==> src/rtl/vga_timing.sv <==
// -----------------------------------------------------------------------------
// vga_timing
//
// Free-running VGA raster timing generator for the screensaver core.
// Produces the pixel coordinates, the active-video flag and the line/frame
// strobes for the pixel/colour logic. It also produces hsync/vsync through a
// PIPE_DELAY-deep register pipeline, so the syncs stay aligned with the core's
// registered RGB outputs.
//
// Optional feature: define VGA_TIMING_FRAME_COUNT_EN to get a completed-frame
// counter on frame_count. When the macro is undefined, frame_count is tied to 0.
//
// Ports:
//   clk_25_175   in   1        pixel clock
//   rst          in   1        asynchronous active-high reset
//   pixel_en     in   1        clock enable; counters/syncs advance only when high
//   x            out  10       horizontal position, 0..H_TOTAL-1
//   y            out  10       vertical position,   0..V_TOTAL-1
//   active       out  1        x < H_ACTIVE and y < V_ACTIVE (0 during reset)
//   line_start   out  1        x==0 on an enabled cycle
//   frame_start  out  1        line_start and y==0
//   hsync        out  1        horizontal sync, PIPE_DELAY enabled cycles late
//   vsync        out  1        vertical sync,   PIPE_DELAY enabled cycles late
//   frame_count  out  FRAME_W  completed-frame counter (0 if feature disabled)
// -----------------------------------------------------------------------------
module vga_timing #(
    parameter int H_ACTIVE   = 640,
    parameter int H_FP       = 16,
    parameter int H_SYNC     = 96,
    parameter int H_BP       = 48,
    parameter int V_ACTIVE   = 480,
    parameter int V_FP       = 10,
    parameter int V_SYNC     = 2,
    parameter int V_BP       = 33,
    parameter bit SYNC_POL   = 1'b0,
    parameter int PIPE_DELAY = 1,
    parameter int FRAME_W    = 8
) (
    input  logic               clk_25_175,
    input  logic               rst,
    input  logic               pixel_en,
    output logic [9:0]         x,
    output logic [9:0]         y,
    output logic               active,
    output logic               line_start,
    output logic               frame_start,
    output logic               hsync,
    output logic               vsync,
    output logic [FRAME_W-1:0] frame_count
);

    localparam int H_TOTAL = H_ACTIVE + H_FP + H_SYNC + H_BP;
    localparam int V_TOTAL = V_ACTIVE + V_FP + V_SYNC + V_BP;

    // Sync window bounds. Compared in 11 bits so a window ending exactly at
    // 1024 does not wrap to zero.
    localparam int H_SYNC_START = H_ACTIVE + H_FP;
    localparam int H_SYNC_END   = H_ACTIVE + H_FP + H_SYNC;
    localparam int V_SYNC_START = V_ACTIVE + V_FP;
    localparam int V_SYNC_END   = V_ACTIVE + V_FP + V_SYNC;

    localparam logic SYNC_IDLE = ~SYNC_POL;

    logic [9:0]            r_x;
    logic [9:0]            r_y;
    logic                  w_x_last;
    logic                  w_y_last;
    logic                  w_hsync_raw;
    logic                  w_vsync_raw;
    logic [PIPE_DELAY-1:0] r_hs_pipe;
    logic [PIPE_DELAY-1:0] r_vs_pipe;

    assign w_x_last = (r_x == 10'(H_TOTAL - 1));
    assign w_y_last = (r_y == 10'(V_TOTAL - 1));

    // Raster counters
    always_ff @(posedge clk_25_175 or posedge rst) begin
        if (rst) begin
            r_x <= '0;
            r_y <= '0;
        end else if (pixel_en) begin
            if (w_x_last) begin
                r_x <= '0;
                r_y <= w_y_last ? 10'd0 : r_y + 10'd1;
            end else begin
                r_x <= r_x + 10'd1;
            end
        end
    end

    assign x = r_x;
    assign y = r_y;

    // Decodes of the registered position. Strobes and active are gated by rst
    // so nothing downstream sees a spurious pixel while held in reset.
    assign active      = !rst && ({1'b0, r_x} < 11'(H_ACTIVE)) && ({1'b0, r_y} < 11'(V_ACTIVE));
    assign line_start  = !rst && pixel_en && (r_x == 10'd0);
    assign frame_start = line_start && (r_y == 10'd0);

    // Raw syncs already carry the configured polarity.
    assign w_hsync_raw = (({1'b0, r_x} >= 11'(H_SYNC_START)) && ({1'b0, r_x} < 11'(H_SYNC_END)))
                         ? SYNC_POL : SYNC_IDLE;
    assign w_vsync_raw = (({1'b0, r_y} >= 11'(V_SYNC_START)) && ({1'b0, r_y} < 11'(V_SYNC_END)))
                         ? SYNC_POL : SYNC_IDLE;

    // Sync delay line; advances together with the counters so the delay is
    // counted in pixels, not clocks.
    always_ff @(posedge clk_25_175 or posedge rst) begin
        if (rst) begin
            r_hs_pipe <= {PIPE_DELAY{SYNC_IDLE}};
            r_vs_pipe <= {PIPE_DELAY{SYNC_IDLE}};
        end else if (pixel_en) begin
            r_hs_pipe[0] <= w_hsync_raw;
            r_vs_pipe[0] <= w_vsync_raw;
            for (int i = 1; i < PIPE_DELAY; i++) begin
                r_hs_pipe[i] <= r_hs_pipe[i-1];
                r_vs_pipe[i] <= r_vs_pipe[i-1];
            end
        end
    end

    assign hsync = r_hs_pipe[PIPE_DELAY-1];
    assign vsync = r_vs_pipe[PIPE_DELAY-1];

`ifdef VGA_TIMING_FRAME_COUNT_EN
    // Counts frames that have fully completed (last pixel of last line taken).
    logic [FRAME_W-1:0] r_frame_count;

    always_ff @(posedge clk_25_175 or posedge rst) begin
        if (rst) begin
            r_frame_count <= '0;
        end else if (pixel_en && w_x_last && w_y_last) begin
            r_frame_count <= r_frame_count + 1'b1;
        end
    end

    assign frame_count = r_frame_count;
`else
    assign frame_count = '0;
`endif

`ifndef SYNTHESIS
    // Counters are 10 bits wide and the sync delay line supports 1..4 stages.
    a_params_legal: assert property (@(posedge clk_25_175)
        (H_TOTAL <= 1024) && (V_TOTAL <= 1024) && (PIPE_DELAY >= 1) && (PIPE_DELAY <= 4))
        else $error("vga_timing: illegal parameter set");
`endif

endmodule

==> config.mk <==
export PLATFORM = sky130hd
export DESIGN_NAME = vga_timing
export DESIGN_NICKNAME = d
export VERILOG_FILES = /design/src/rtl/vga_timing.sv
export SDC_FILE = /design/constraint.sdc
export NUM_CORES = 1
export LEC_CHECK = 0
export CAP_MARGIN = 10
export CORE_MARGIN = 2
export CORE_UTILIZATION = 48
export CTS_BUF_LIST = sky130_fd_sc_hd__clkbuf_16
export DETAILED_ROUTE_END_ITERATION = 12
export MAX_ROUTING_LAYER = met4
export PLACE_DENSITY = 0.89
export SETUP_SLACK_MARGIN = 0.4
export SLEW_MARGIN = 20
export SYNTH_ARGS = -nofsm -noshare
export SYNTH_HDL_FRONTEND = slang
export SYNTH_SLANG_ARGS = --single-unit
export TNS_END_PERCENT = 20
==> constraint.sdc <==
create_clock -name clk_25_175 -period 2.1 [get_ports clk_25_175]
set_input_delay 0.63 -clock clk_25_175 [delete_from_list [all_inputs] [get_ports clk_25_175]]
set_output_delay 0.63 -clock clk_25_175 [all_outputs]
set_load 0.03 [all_outputs]
# [Word-level counts from Yosys, hierarchy flattened]
# Cells that the tools add are included.
[classes] n_addsub=2 n_lt_le_gt_ge=6 n_eq_ne=2 mux=4 reduce_logical=11
[ops] op="adder 10 x 1 -> 10 bit, second input constant" n=2
[ops] op="== test 10 bit, second input constant" n=2
[ops] op="logical NOT 10 bit" n=2
[ops] op="< comparator 10 bit, second input constant" n=2
[ops] op="< comparator 10 x 9 -> 1 bit, second input constant" n=2
[ops] op="2-to-1 mux 10 bit" n=2
[ops] op="greater-or-equal comparator 10 bit, second input constant" n=1
[ops] op="greater-or-equal comparator 10 x 9 -> 1 bit, second input constant" n=1
[ops] op="logical AND 1 bit" n=7
[ops] op="2-to-1 mux 1 bit" n=2
[ops] op="AND reduction 2 bit" n=1
[ops] op="logical NOT 1 bit" n=1
[word_totals] reg_bits=22 output_inout_bits=33

# [Longest topological paths before layout]
# Gate-level depths: netlist (run 1).
[logic_depth] ltp_word=4 ltp_mapped=6 ltp_nobuf=6

# [Least setup slack after synthesis (run 1)]
# No wires, ideal clock.
[synth_path] path_kind="input-to-output" startpoint="in pixel_en" endpoint="out frame_start" arrival_time_ns=1.794 slack_ns=-0.324 cell_stages=5 path_buffers=1 path_cell_list="clkbuf_1 > nand2_1 > nor3_1 > and3_1 > and4bb_2"
[synth_via] elab_chain_cells=3
[synth_rtl] element="start, declared" line_no="41" text="input logic pixel_en,"
[synth_rtl] element="logical AND 1 bit (2 in series)" line_no="97" text="assign line_start = !rst && pixel_en && (r_x == 10'd0);"
[synth_rtl] element="net line_start" line_no="45" text="output logic line_start,"
[synth_rtl] element="logical AND 1 bit" line_no="98" text="assign frame_start = line_start && (r_y == 10'd0);"
[synth_rtl] element="end, declared" line_no="46" text="output logic frame_start,"
# The timed path passes the listed nets, and every way through them passes these cells.

# [Final worst setup path (run 1)]
[layout_path] startpoint="reg r_y[0], in the netlist y[0]" endpoint="out frame_start"
[layout_via] elab_chain_cells=2
[layout_rtl] element="start, declared" line_no="65" text="logic [9:0] r_y;"
[layout_rtl] element="start signal, assigned" line_no="84" text="r_y <= w_y_last ? 10'd0 : r_y + 10'd1;"
[layout_rtl] element="logical NOT 10 bit" line_no="98"
[layout_rtl] element="logical AND 1 bit" line_no="98"
# Every way passes these cells.

==> results of run 1 <==
==> logic make-up after synthesis <==
| logic type | Yosys count | synth area share [%] |
|---|---|---|
| multiplexers | 5 | 3.96 |
| adder cells (fa/ha/maj) | 4 | 3.68 |
| flip-flops | 22 | 40.7 |
| AND/OR/NAND/NOR | 63 | 29.8 |
| AO/OA/AOI/OAI | 18 | 8.56 |
| other | 1 | 0.276 |
| XOR/XNOR | 8 | 5.15 |
| buffers and inverters | 20 | 7.91 |
==> per-layer routing <==
layer  vias to the layer above  share of wire [%]  wire, um
li1                        610                  -         -
met1                       637                 40      1490
met2                        53                 53      1990
met3                        11                4.4       166
met4                         0                2.7       102
met5                         -                  0         0
==> power groups by stage <==
stage / registers (mW) / clock network, mW / logic [mW]
6_report: 0.500 / 0.406 / 0.600
5_1_grt: 0.506 / 0.430 / 0.646
4_1_cts: 0.500 / 0.409 / 0.555
3_5_place_dp: 0.506 / 0 / 0.541
3_3_place_gp: 0.504 / 0 / 0.526
2_1_floorplan: 0.617 / 0 / 0.215
==> registers in the layout, indices dropped and copies added, names as in the netlist <==
register  cells
x            10
vsync         1
hsync         1
y            10
==> worst max-delay path, cell delays in order (launching register included) <==
cell and delay (ns):
dfrtp_2 0.41, inv_2 0.08, ha_4 0.13, or4b_4 0.46, and4bb_4 0.32, buf_6 0.13
==> final cells by class <==
| cell class | instances | area share [%] |
|---|---|---|
| inverter | 8 | 1.44 |
| sequential | 22 | 27.0 |
| multi-input combinational | 106 | 41.0 |
| tap | 31 | 1.86 |
| timing repair buffer | 62 | 25.0 |
| clock buffer | 3 | 3.59 |
| clock inverter | 1 | 0.180 |
==> how the worst max path moves through the flow <==
stage	from	end	slack [ns]	cells after the start
floorplan	y[0]$_DFFE_PP0P_	frame_start	-0.07	4
global placement	pixel_en	frame_start	-0.43	6
detailed placement	pixel_en	frame_start	-0.47	6
CTS	y[0]$_DFFE_PP0P_	frame_start	-0.31	5
global route	y[0]$_DFFE_PP0P_	frame_start	-0.34	5
finish	y[0]$_DFFE_PP0P_	frame_start	-0.31	5
==> timing repair <==
action / CTS / global route
buffers inserted: 6 / 4
endpoints found under the setup margin: 41 / 23
hold endpoints to repair: 0 / 0
pin swaps: 7 / 9
gates resized for setup: 97 / 26
==> Yosys cell counts (4+ instances only) <==
library cell | count | share of area (%)
dfrtp_1 | 20 | 37
xnor2_1 | 4 | 2.6
nand4_1 | 4 | 1.8
ha_1 | 4 | 3.7
nor2_1 | 10 | 2.8
nand3_1 | 9 | 3.3
o21ai_0 | 6 | 2.2
nor3_1 | 7 | 2.6
nand2_1 | 11 | 3.0
buf_4 | 8 | 4.4
a21oi_1 | 4 | 1.5
inv_1 | 8 | 2.2
xor2_1 | 4 | 2.6
==> stage by stage <==
stage	hold WS, ns	total power, mW	cell area, um2	cells	TNS, ns
after floorplan	0.542	0.832	1430	148	-0.0697
after global placement	0.478	1.03	1840	219	-1.19
after detailed placement	0.487	1.05	1840	219	-1.55
after CTS	0.497	1.46	1990	229	-0.382
after global routing	0.508	1.58	2090	233	-0.606
final	0.492	1.51	2090	233	-0.385
==> metrics.csv, run 1 <==
metric,value,unit
clock sinks,22,
Fin Clk Skew,0.00271,ns
routability cong.,0.883,
Worst VDD drop,644,uV
initial DRC count,45,
I/O pin total,36,
via count,1311,
RSZ-0062 raised after global routing,yes,
NetSw,0.526,mW
Clk pwr share,27.0,%
largest net degree at the start of global routing,23,
"Cell Area, Synth",1360,um2
startpoint types,flop,
final period utilization,115,%
cts hold-fix bufs,0,
most frequent cells in the layout,"buf_4, buf_6, dfrtp_1, nand2_1",
global route overflow,0,
clock latency on the worst-skew pair,0.26,ns
Post-Place Worst Slack,-0.474,ns
met2 usage,42.2,%
failing checks,negative setup slack,
reg2reg end,y[7]$_DFFE_PP0P_,
fin util,76.5,%
worst r2r path cells,8,
crit-path max FO,2,
async set-reset flop share out of synthesis,100,%
diode count,0,
layout cells sized above 1,49.5,%
Synth Register Bits,22,
fmax,415,MHz
Die Wd,57.2,um
WP data arrival,1.78,ns
nets,210,
RR Startpoint,y[0]$_DFFE_PP0P_,
initial antenna violation count,0,
"commonest non-fill, non-tap cell in the layout",buf_4,
WL/cell,16.1,um
Max-cap violations,0,
switch share,34.9,%
hold depth,2,
IO Port Bufs,27,
Syn Inst Count,141,
core area,2730,um2
Synth cell types,43,
Post-route DRC,0,
synthesized area per cell,9.65,um2
vias in the first global route,1313,
Hold Path End,vsync$_DFFE_PP1P_,
Reg area,564,um2
grt met1 use,29.9,%
Pre-antenna DRT Iters,5,
Final Hold Vio Count,0,
"Reg clk slew, reported paths",0.06,ns
Final min period,2.41,ns
die area,3280,um2
outcome,finished with violations,
number of core rows,19,
Area Growth Syn to Fin,53.7,%
PwrDens,720,nW/um2
flop-to-flop setup slack,0.02,ns
first-pass GRT wire length,6.07,mm
H-tree depth,1,
Critical Path End Type,output port,
total track usage,24.9,%
YS warnings,0,
area of the multi-input gates,857,um2
WL final,3.75,mm
Clock Tree Buf Depth,2,
root buffer cell,clkbuf_16,
Pint,0.980,mW
worst setup margin,-0.311,ns
Pleak,0.993,nW
Setup-failing EPs final,2,
Die Height,57.2,um
CTS tree,done,
Initial Utilization,49.7,%
Hold Path Origin,vsync$_DFFE_PP1P_,
vias per cell,5.63,
FILL cells,196,
Gate power share,39.8,%
critical path type,flop to output port,
Final ANT Viol Nets,0,
Slew Limit Fails,0,
Num CTS Buffers,3,
HP Class,flop to flop,
GR Layer Usage met3,3.17,%
Seq pwr share,33.2,%
register area share after synthesis,40.7,%
Post-synth EDFFs,0,
grt peak-use layer,met2,
Main synth FF type,dfrtp_1,
Critical Path RT,1.47,ns
Detailed Place HPWL,2.49,mm
Power figures use the tool's default switching activity.
==> run 2, diff against run 1 <==
Settings changed: CORE_UTILIZATION 48 to 41, CTS_CLUSTER_DIAMETER set to 150, PLACE_DENSITY 0.89 to 0.79, SKIP_LAST_GASP set to 1.
==> run 2 against run 1 <==
The flow still finishes with violations (negative setup slack). Count of clock-buffer cells in the layout unchanged. Setup slack better by 0.025 ns. Register-to-register slack better by 0.09 ns. Worst hold slack worse by 0.0031 ns. Critical path depth unchanged. Core utilization down 12 points. Largest power group unchanged.
==> metrics.csv, run 2 (synthesis results as in run 1) <==
metric,value,unit
fmax,419,MHz
WP data arrival,1.76,ns
global route overflow,0,
IO Port Bufs,27,
worst setup margin,-0.286,ns
Area Growth Syn to Fin,46.9,%
clock latency on the worst-skew pair,0.26,ns
root buffer cell,clkbuf_16,
initial antenna violation count,0,
Critical Path End Type,output port,
vias per cell,5.16,
Fin Clk Skew,0.00411,ns
Post-route DRC,0,
Final min period,2.39,ns
number of core rows,20,
"Design Area, Final",2000,um2
"commonest non-fill, non-tap cell in the layout",buf_4,
number of cells after detailed placement,233,
final period utilization,114,%
Critical Path RT,1.47,ns
Reg area,566,um2
CTS tree,done,
"Reg clk slew, reported paths",0.06,ns
Die Height,61.6,um
critical path type,flop to output port,
Pleak,0.908,nW
H-tree depth,1,
post-route non-filler standard cell count,242,
Initial Utilization,43.8,%
total track usage,22.0,%
vias in the first global route,1253,
outcome,finished with violations,
final hold slack,0.488,ns
area of the multi-input gates,793,um2
FILL cells,295,
WL/cell,14.5,um
routability cong.,0.903,
most frequent cells in the layout,"buf_4, clkdlybuf4s50_1, nand2_1, dfrtp_1, dfrtp_2",
Max-cap violations,0,
nets,206,
die area,3790,um2
critical path's largest stage delay,0.45,ns
Clock Tree Buf Depth,2,
crit-path max FO,2,
placed cell areas,1860,um2
Critical-path top delay cell,or4b_4,
startpoint types,flop,
diode count,0,
Num CTS Buffers,3,
HP Class,flop to flop,
WL final,3.52,mm
via count,1249,
initial DRC count,43,
Final ANT Viol Nets,0,
Setup-failing EPs final,3,
core area,3100,um2
I/O pin total,36,
fin util,64.4,%
Detailed Place HPWL,2.51,mm
largest net degree at the start of global routing,23,
critical-path cell list,inv_2 -> ha_4 -> or4b_4 -> and4bb_4 -> buf_6,
Worst VDD drop,390,uV
first-pass GRT wire length,5.82,mm
Die Wd,61.6,um
RSZ-0062 raised after global routing,yes,
Slew Limit Fails,0,
PwrDens,721,nW/um2
layout cells sized above 1,42.9,%
failing checks,negative setup slack,
Final Hold Vio Count,0,
clock sinks,22,
Pre-antenna DRT Iters,5,
run 2: cell types whose count changed in the layout (fill, tap and decap cells not counted), moves of 3 or more:
cell             previous run  this run
buf_2                       9         4
buf_6                      13         5
clkbuf_2                    1         4
clkdlybuf4s15_2             6         2
clkdlybuf4s50_1             0        13
dlygate4sd2_1               4         1
nor3_4                      4         1
run 2: path summary, 6_finish.rpt:
| kind | from | end | slack [ns] | cells after the start |
|---|---|---|---|---|
| min reg2reg | hsync$_DFFE_PP1P_ | hsync$_DFFE_PP1P_ | 0.49 | 2 |
| max in group asynchronous | rst | vsync$_DFFE_PP1P_ | 1.27 | 4 |
| max | y[1]$_DFFE_PP0P_ | frame_start | -0.29 | 5 |
| max reg2reg | y[1]$_DFFE_PP0P_ | y[4]$_DFFE_PP0P_ | 0.11 | 7 |
| min | hsync$_DFFE_PP1P_ | hsync$_DFFE_PP1P_ | 0.49 | 2 |
| min in group asynchronous | rst | x[3]$_DFFE_PP0P_ | 0.55 | 4 |
run 2: layout make-up:
cell class | count | area share (%)
Clock buffer | 3 | 3.76
Sequential cell | 22 | 28.3
Tap cell | 44 | 2.76
Clock inverter | 1 | 0.188
Inverter | 8 | 1.50
Multi-Input combinational cell | 106 | 39.7
Timing Repair Buffer | 58 | 23.8
run 2: routing by layer:
metal / GRT usage (%) / wire length [um] / up-vias
met5: - / 0 / -
met4: 4.56 / 32 / 0
met3: 3.15 / 172 / 3
met2: 37.6 / 1820 / 46
met1: 27.9 / 1490 / 598
li1: - / - / 602
run 2: critical path, delay by kind of cell, from the launching register on:
kind / cells / cell delay, ns
flops: 1 / 0.41
simple gates: 2 / 0.76
fa+ha+maj: 1 / 0.13
buf+inv: 2 / 0.20
run 2: power by group:
part	switching [mW]	internal, mW
Sequential	0.0400	0.469
Clock	0.151	0.254
Combinational	0.311	0.215
Total	0.502	0.938
run 2: through the flow:
step                      worst slack [ns]  setup TNS (ns)  power [mW]
final                               -0.286          -0.357        1.44
after detailed placement            -0.472           -1.64        1.06
after floorplan                    -0.0697         -0.0697       0.832
after CTS                           -0.313          -0.332        1.45
after global routing                -0.330          -0.496        1.52
after global placement              -0.427           -1.19        1.04
run 2: repair_timing:
action,CTS,global route
cloned,0,0
gates resized for setup,39,11
hold buffers,0,0
endpoints found under the setup margin,41,33
pin swaps,6,1
buffers inserted,4,1
==> run 3, diff against run 2 <==
Settings changed: CTS_CLUSTER_SIZE set to 16, GPL_TIMING_DRIVEN set to 1, HOLD_SLACK_MARGIN set to 0.08.
==> results of run 3 <==
The final DEF is identical to that of run 2; final timing and power are the same.
